`src/rtl/dccm_pkg.sv`:
```
// Shared constants and types for the DCCM two-master bus front end.
// Holds the window geometry, the master IDs and the response-stage record.
package dccm_pkg;

    localparam logic [31:0] DCCM_ADDR_BASE = 32'h0010_0000;
    localparam int          DCCM_MEM_WORDS = 32768;

    localparam logic MST_CORE = 1'b0;
    localparam logic MST_DBG  = 1'b1;

    // One-deep response record, loaded on every grant.
    typedef struct packed {
        logic valid;
        logic owner;
        logic err;
        logic rd_hit;
    } rsp_t;

endpackage

```
`src/rtl/rr_arb2.sv`:
```
// Two-input round-robin arbiter with a combinational one-hot grant.
// The last-grant flop resets to the debug port so the core port wins the first tie.
module rr_arb2
    import dccm_pkg::*;
(
    input  logic       clk,
    input  logic       rst,
    input  logic [1:0] req,
    output logic [1:0] gnt
);

    logic last_gnt;

    always_comb begin
        gnt = 2'b00;
        if (!rst) begin
            if (req[0] && (!req[1] || last_gnt == MST_DBG)) begin
                gnt[0] = 1'b1;
            end else if (req[1]) begin
                gnt[1] = 1'b1;
            end
        end
    end

    always_ff @(posedge clk) begin
        if (rst) begin
            last_gnt <= MST_DBG;
        end else if (|gnt) begin
            last_gnt <= gnt[1];
        end
    end

endmodule

```
`src/rtl/dccm_bus_arbiter.sv`:
```
// Arbitrates the core LSU and debug/loader ports onto the DCCM SRAM bus,
// range-checks the address and returns a fixed one-cycle response to the granted master.
module dccm_bus_arbiter
    import dccm_pkg::*;
#(
    parameter logic [31:0] ADDR_BASE = DCCM_ADDR_BASE,
    parameter int          MEM_WORDS = DCCM_MEM_WORDS
) (
    input  logic        clk,
    input  logic        rst,

    input  logic        m0_req_i,
    input  logic [31:0] m0_addr_i,
    input  logic        m0_we_i,
    input  logic [3:0]  m0_be_i,
    input  logic [31:0] m0_wdata_i,
    output logic        m0_gnt_o,
    output logic        m0_rvalid_o,
    output logic [31:0] m0_rdata_o,
    output logic        m0_err_o,

    input  logic        m1_req_i,
    input  logic [31:0] m1_addr_i,
    input  logic        m1_we_i,
    input  logic [3:0]  m1_be_i,
    input  logic [31:0] m1_wdata_i,
    output logic        m1_gnt_o,
    output logic        m1_rvalid_o,
    output logic [31:0] m1_rdata_o,
    output logic        m1_err_o,

    output logic        data_req_o,
    output logic [31:0] data_addr_o,
    output logic        data_we_o,
    output logic [3:0]  data_be_o,
    output logic [31:0] data_wdata_o,
    input  logic [31:0] data_rdata_i
);

    localparam logic [31:0] WIN_BYTES = 32'(MEM_WORDS) << 2;

    // Handshake: a master holds req and its fields until gnt is high in the same
    // cycle; the transfer happens on that edge and rvalid follows exactly one cycle later.
    logic [1:0]  gnt;
    logic        any_gnt;
    logic [31:0] sel_addr;
    logic        sel_we;
    logic [3:0]  sel_be;
    logic [31:0] sel_wdata;
    logic [31:0] offset;
    logic        hit;
    rsp_t        rsp;
    logic        rsp_live;

    rr_arb2 u_arb (
        .clk (clk),
        .rst (rst),
        .req ({m1_req_i, m0_req_i}),
        .gnt (gnt)
    );

    assign m0_gnt_o = gnt[0];
    assign m1_gnt_o = gnt[1];
    assign any_gnt  = |gnt;

    always_comb begin
        sel_addr  = m0_addr_i;
        sel_we    = m0_we_i;
        sel_be    = m0_be_i;
        sel_wdata = m0_wdata_i;
        if (gnt[1]) begin
            sel_addr  = m1_addr_i;
            sel_we    = m1_we_i;
            sel_be    = m1_be_i;
            sel_wdata = m1_wdata_i;
        end
    end

    // Unsigned wrap makes addresses below the base land far outside the window.
    assign offset = sel_addr - ADDR_BASE;
    assign hit    = offset < WIN_BYTES;

    assign data_req_o   = any_gnt & hit;
    assign data_addr_o  = data_req_o ? (offset & ~32'h3) : 32'h0;
    assign data_we_o    = data_req_o & sel_we;
    assign data_be_o    = data_req_o ? sel_be : 4'h0;
    assign data_wdata_o = data_req_o ? sel_wdata : 32'h0;

    always_ff @(posedge clk) begin
        if (rst) begin
            rsp <= '0;
        end else begin
            rsp <= '{valid:  any_gnt,
                     owner:  gnt[1],
                     err:    any_gnt & ~hit,
                     rd_hit: any_gnt & hit & ~sel_we};
        end
    end

    // A response still held while reset is asserted must never reach a master.
    assign rsp_live = rsp.valid & ~rst;

    assign m0_rvalid_o = rsp_live & (rsp.owner == MST_CORE);
    assign m1_rvalid_o = rsp_live & (rsp.owner == MST_DBG);
    assign m0_rdata_o  = (m0_rvalid_o & rsp.rd_hit) ? data_rdata_i : 32'h0;
    assign m1_rdata_o  = (m1_rvalid_o & rsp.rd_hit) ? data_rdata_i : 32'h0;
    assign m0_err_o    = m0_rvalid_o & rsp.err;
    assign m1_err_o    = m1_rvalid_o & rsp.err;

endmodule
```
`config.mk`:
```
export PLATFORM = sky130hd
export DESIGN_NAME = dccm_bus_arbiter
export DESIGN_NICKNAME = d
export VERILOG_FILES = /design/src/rtl/dccm_pkg.sv /design/src/rtl/rr_arb2.sv /design/src/rtl/dccm_bus_arbiter.sv
export SDC_FILE = /design/constraint.sdc
export NUM_CORES = 1
export LEC_CHECK = 0
export ABC_AREA = 1
export CORE_AREA = 4 4 121 123
export DETAILED_ROUTE_END_ITERATION = 8
export DIE_AREA = 0 0 125 127
export PLACE_DENSITY = 0.61
export SLEW_MARGIN = 5
export SYNTH_ARGS = -nofsm -noshare
export SYNTH_HDL_FRONTEND = slang
export SYNTH_SLANG_ARGS = --single-unit
```
`constraint.sdc`:
```
create_clock -name clk -period 3.9 [get_ports clk]
set_clock_uncertainty 0.05 [all_clocks]
set_input_delay 0.78 -clock clk [delete_from_list [all_inputs] [get_ports clk]]
set_output_delay 0.78 -clock clk [all_outputs]
set_load 0.1 [all_outputs]
```
==> summary.md <==
| Metric | Value |
|---|---|
| Outcome | completed |
| Fin crit period | about 3.9 ns |
| Vias in the first global route | 3834 |
| CP dominant cell by count | nor2_4 |
| Drt pass-1 iters | 4 |
| Post-route design area | 0.00787 mm² |
| Layout Utilization | 57.6% |
| Most frequent cells in the layout | 161 x clkdlybuf4s50_1, 129 x buf_12, 72 x inv_1 |
| Worst-margin pin slew | 0.812 ns |
| Reg2reg start | u_arb.last_gnt |
| Largest net degree at the start of global routing | slightly below 50 |
| Hold_ws | 0.523 ns |
| Synth Warn # | 0 |
| Synth-to-layout area growth | 246% |
| Dpl hpwl | approximately 12000 µm |
| Core Box Area | about 0.014 mm² |
| Mean post-synth cell area | 5.59 µm² |
| Die H | 127 µm |
| Via density | just over 4 |
| Switching pwr | 0.277 mW |
| CTS sink cnt | 5 |
| CP Launch Point | m0_req_i |
| Starting density of the core | 16.7% |
| Dpl cell area | 0.00740 mm² |
| Hold Path End | u_arb.last_gnt |
| Mapped Cells | 407 |
| Worst-path maximum fanout | 8 |
| Sequential share of the synthesized area | 4.40% |
| Final ANT Viol Nets | 0 |
| FFs w/ async S/R, synth | 0% |
| Final setup fails | 0 |
| Total track usage | approximately 17% |
| CP Launch Type | input pin |
| Horiz. Die Dim | 125 µm |
| CTS Buf Count | 3 |
| Reg2Reg Depth | 10 |
| Internal power | 0.434 mW |
| CP Capture Type | primary output |
| # port buffers | 296 |
| RSZ-0062 raised after global routing | yes |
| Clock Power Share | 23.5% |
| Register clock-pin slew on the reported worst setup and hold paths | 0.03 ns |
| Clock latency on the worst-skew pair | between 0.2 and 0.25 ns |
| Max incr delay on CP | 0.19 ns |
| Vias | 3707 |
| Critical path data required time | a little over 3 ns |
| Fmax | 0.260 GHz |
| Max VDD drop | roughly 0.095 mV |
| Ys flop type | dfxtp_1 |
| Crit path cell chain | buf_8, nand2_8, nand3_4, o21ai_4, ha_4, nand3_4, nor2_4, nand2_1, xor2_1, nand2_1, nor2_4, nand4_4, buf_12, buf_16, nor2_4, buf_12 |
| Hold Path Stages | 2 |
| Fin nets | between 900 and 1000 |
| Min-delay worst type | reg -> reg |
| Most common cell after layout, fill and taps aside | clkdlybuf4s50_1 |
| Initial antenna violation count | 0 |
| Sequential fraction of design power | 8.1% |
| Slowest CP cell | o21ai_4 |
| ANT cells | 0 |
| WL per Instance | roughly 16 µm |
| GPL Wtd Cong | 0.889 |
| Gate power share | 68.4% |
| RR Endpoint | rsp[0] |
| Fin. Hold Viols | 0 |
| Drt drc | 0 |
| Flops & latches, synth | 5 |
| DRT iter0 DRCs | 130 |
| Global route total overflow | 0 |
| Count of hold-fix buffers inserted at cts | 0 |
| Max Root-Sink Buffers | 2 |
| Family with the most delay on the worst path | simple AND/OR/NAND/NOR gates |
| Die area | approximately 0.016 mm² |
| R2R Setup Slk | about 1.3 ns |
| CP Buf/Inv Count | 4 |
| Mapped cell area | 0.00228 mm² |
| H-tree Lvls | 1 |
| Crit Path Class | in -> out |
| Pwr dens | 90.3 mW/mm² |
| Max-Cap Viols | 0 |
| Root Buffer | clkbuf_16 |
| EDFF count, synth | 0 |
| Share of layout cells above drive strength 1 | 46.7% |
| Switching share of power | between 30 and 40% |
| Final critical-path share of the clock period | 98.8% |
| Synth cell types | 31 |
| CTS tree | built |
| Slew HR | a little under half |
| I/O pin count | 314 |
| Row count | 43 |
| Final Routed Wirelength | 14700 µm |
| Fin. max-slew vios | 0 |
| First-pass GRT wire length | 21700 µm |
| Fillers | 1174 |
| Worst hold start | u_arb.last_gnt |
| Leakage dissipation | 3.58 nW |
| Worst EP arrival | a little over 3 ns |
-- routing by layer --
layer  part of all wire, %  GRT usage (%)  vias up  wire length, µm
li1                      -              -     1861                -
met1                    37           18.8     1676             5460
met2                    54           33.2      156             8000
met3                   6.6           3.68       14              970
met4                   1.9           3.76        0              275
met5                     0              0        -                0
-- cell type report --
type | instances | area, µm² | share of cell area, %
flip-flops and latches | 5 | 100 | 1.27
multi-input cells | 303 | 2380 | 30.2
clock buffers | 4 | 78.8 | 1.00
repair buffers | 343 | 4790 | 60.8
well taps | 180 | 225 | 2.86
inverters | 77 | 307 | 3.89
-- registers in the layout (all words and copies together) (netlist names) --
register        count
u_arb.last_gnt      1
rsp                 4
-- worst register-to-register path, stage by stage, from the launching register on --
cell	delay (ns)
dfxtp_1	0.41
nand2_8	0.08
nand3_4	0.19
buf_4	0.14
buf_4	0.58
nand2_1	0.29
nand4_4	0.19
buf_12	0.18
buf_16	0.19
buf_4	0.14
nor2_1	0.03
-- stage by stage --
step	setup WS (ns)	instances	total power, mW	TNS, ns
2_1_floorplan	-0.251	419	0.307	-7.38
3_3_place_gp	-0.394	891	0.518	-20.11
3_5_place_dp	-0.470	891	0.526	-24.26
4_1_cts	0.00316	903	0.702	0
5_1_grt	-0.129	912	0.753	-5.11
6_report	0.0481	912	0.711	0
-- cell families (layout without fill, tap and decap cells) --
group	after synthesis	after routing	share of synthesized area, %
XOR/XNOR	3	3	1.48
adder cells (fa/ha/maj)	2	2	1.10
AO/OA/AOI/OAI	8	8	1.98
AND/OR/NAND/NOR	224	224	45.2
other	1	13	0.165
flip-flops	5	5	4.40
multiplexers	53	53	23.3
buffers and inverters	111	424	22.3
-- power groups by stage --
stage	sequential, mW	clock [mW]	combinational, mW
3_5_place_dp	0.0580	0	0.468
4_1_cts	0.0573	0.171	0.474
3_3_place_gp	0.0580	0	0.460
2_1_floorplan	0.0578	0	0.249
6_report	0.0573	0.167	0.486
5_1_grt	0.0576	0.175	0.521
-- how the worst max path moves through the flow --
stage,end,slack [ns],depth (start not counted)
2_1_floorplan,data_wdata_o[22],-0.25,21
3_3_place_gp,data_wdata_o[22],-0.39,16
3_5_place_dp,data_wdata_o[10],-0.47,16
4_1_cts,data_wdata_o[14],0.003,16
5_1_grt,data_addr_o[21],-0.13,18
6_report,data_wdata_o[24],0.05,16
-- cell usage after synthesis (3+ instances only) --
library cell | instances | share of area, %
inv_2 | 5 | 0.82
nand3b_1 | 3 | 0.99
dfxtp_1 | 5 | 4.4
clkbuf_1 | 11 | 1.8
nand4_1 | 3 | 0.82
buf_4 | 14 | 4.6
nor2_4 | 12 | 5.9
nor2_2 | 12 | 3.3
buf_2 | 4 | 0.88
nand2_1 | 58 | 9.6
buf_6 | 3 | 1.5
o21ai_1 | 4 | 0.88
nor2_1 | 111 | 18
mux2i_1 | 53 | 23
nand3_1 | 16 | 3.5
inv_1 | 72 | 12
-- repair_timing --
item                                   in CTS  in global routing
endpoints found under the hold margin       0                  0
setup endpoints to repair                  57                 57
gates resized for setup                    28                 29
pin swaps                                  15                 28
gates cloned                                5                  3
buffers inserted                            3                  6
Note: power is estimated with default switching activity, not from simulation.
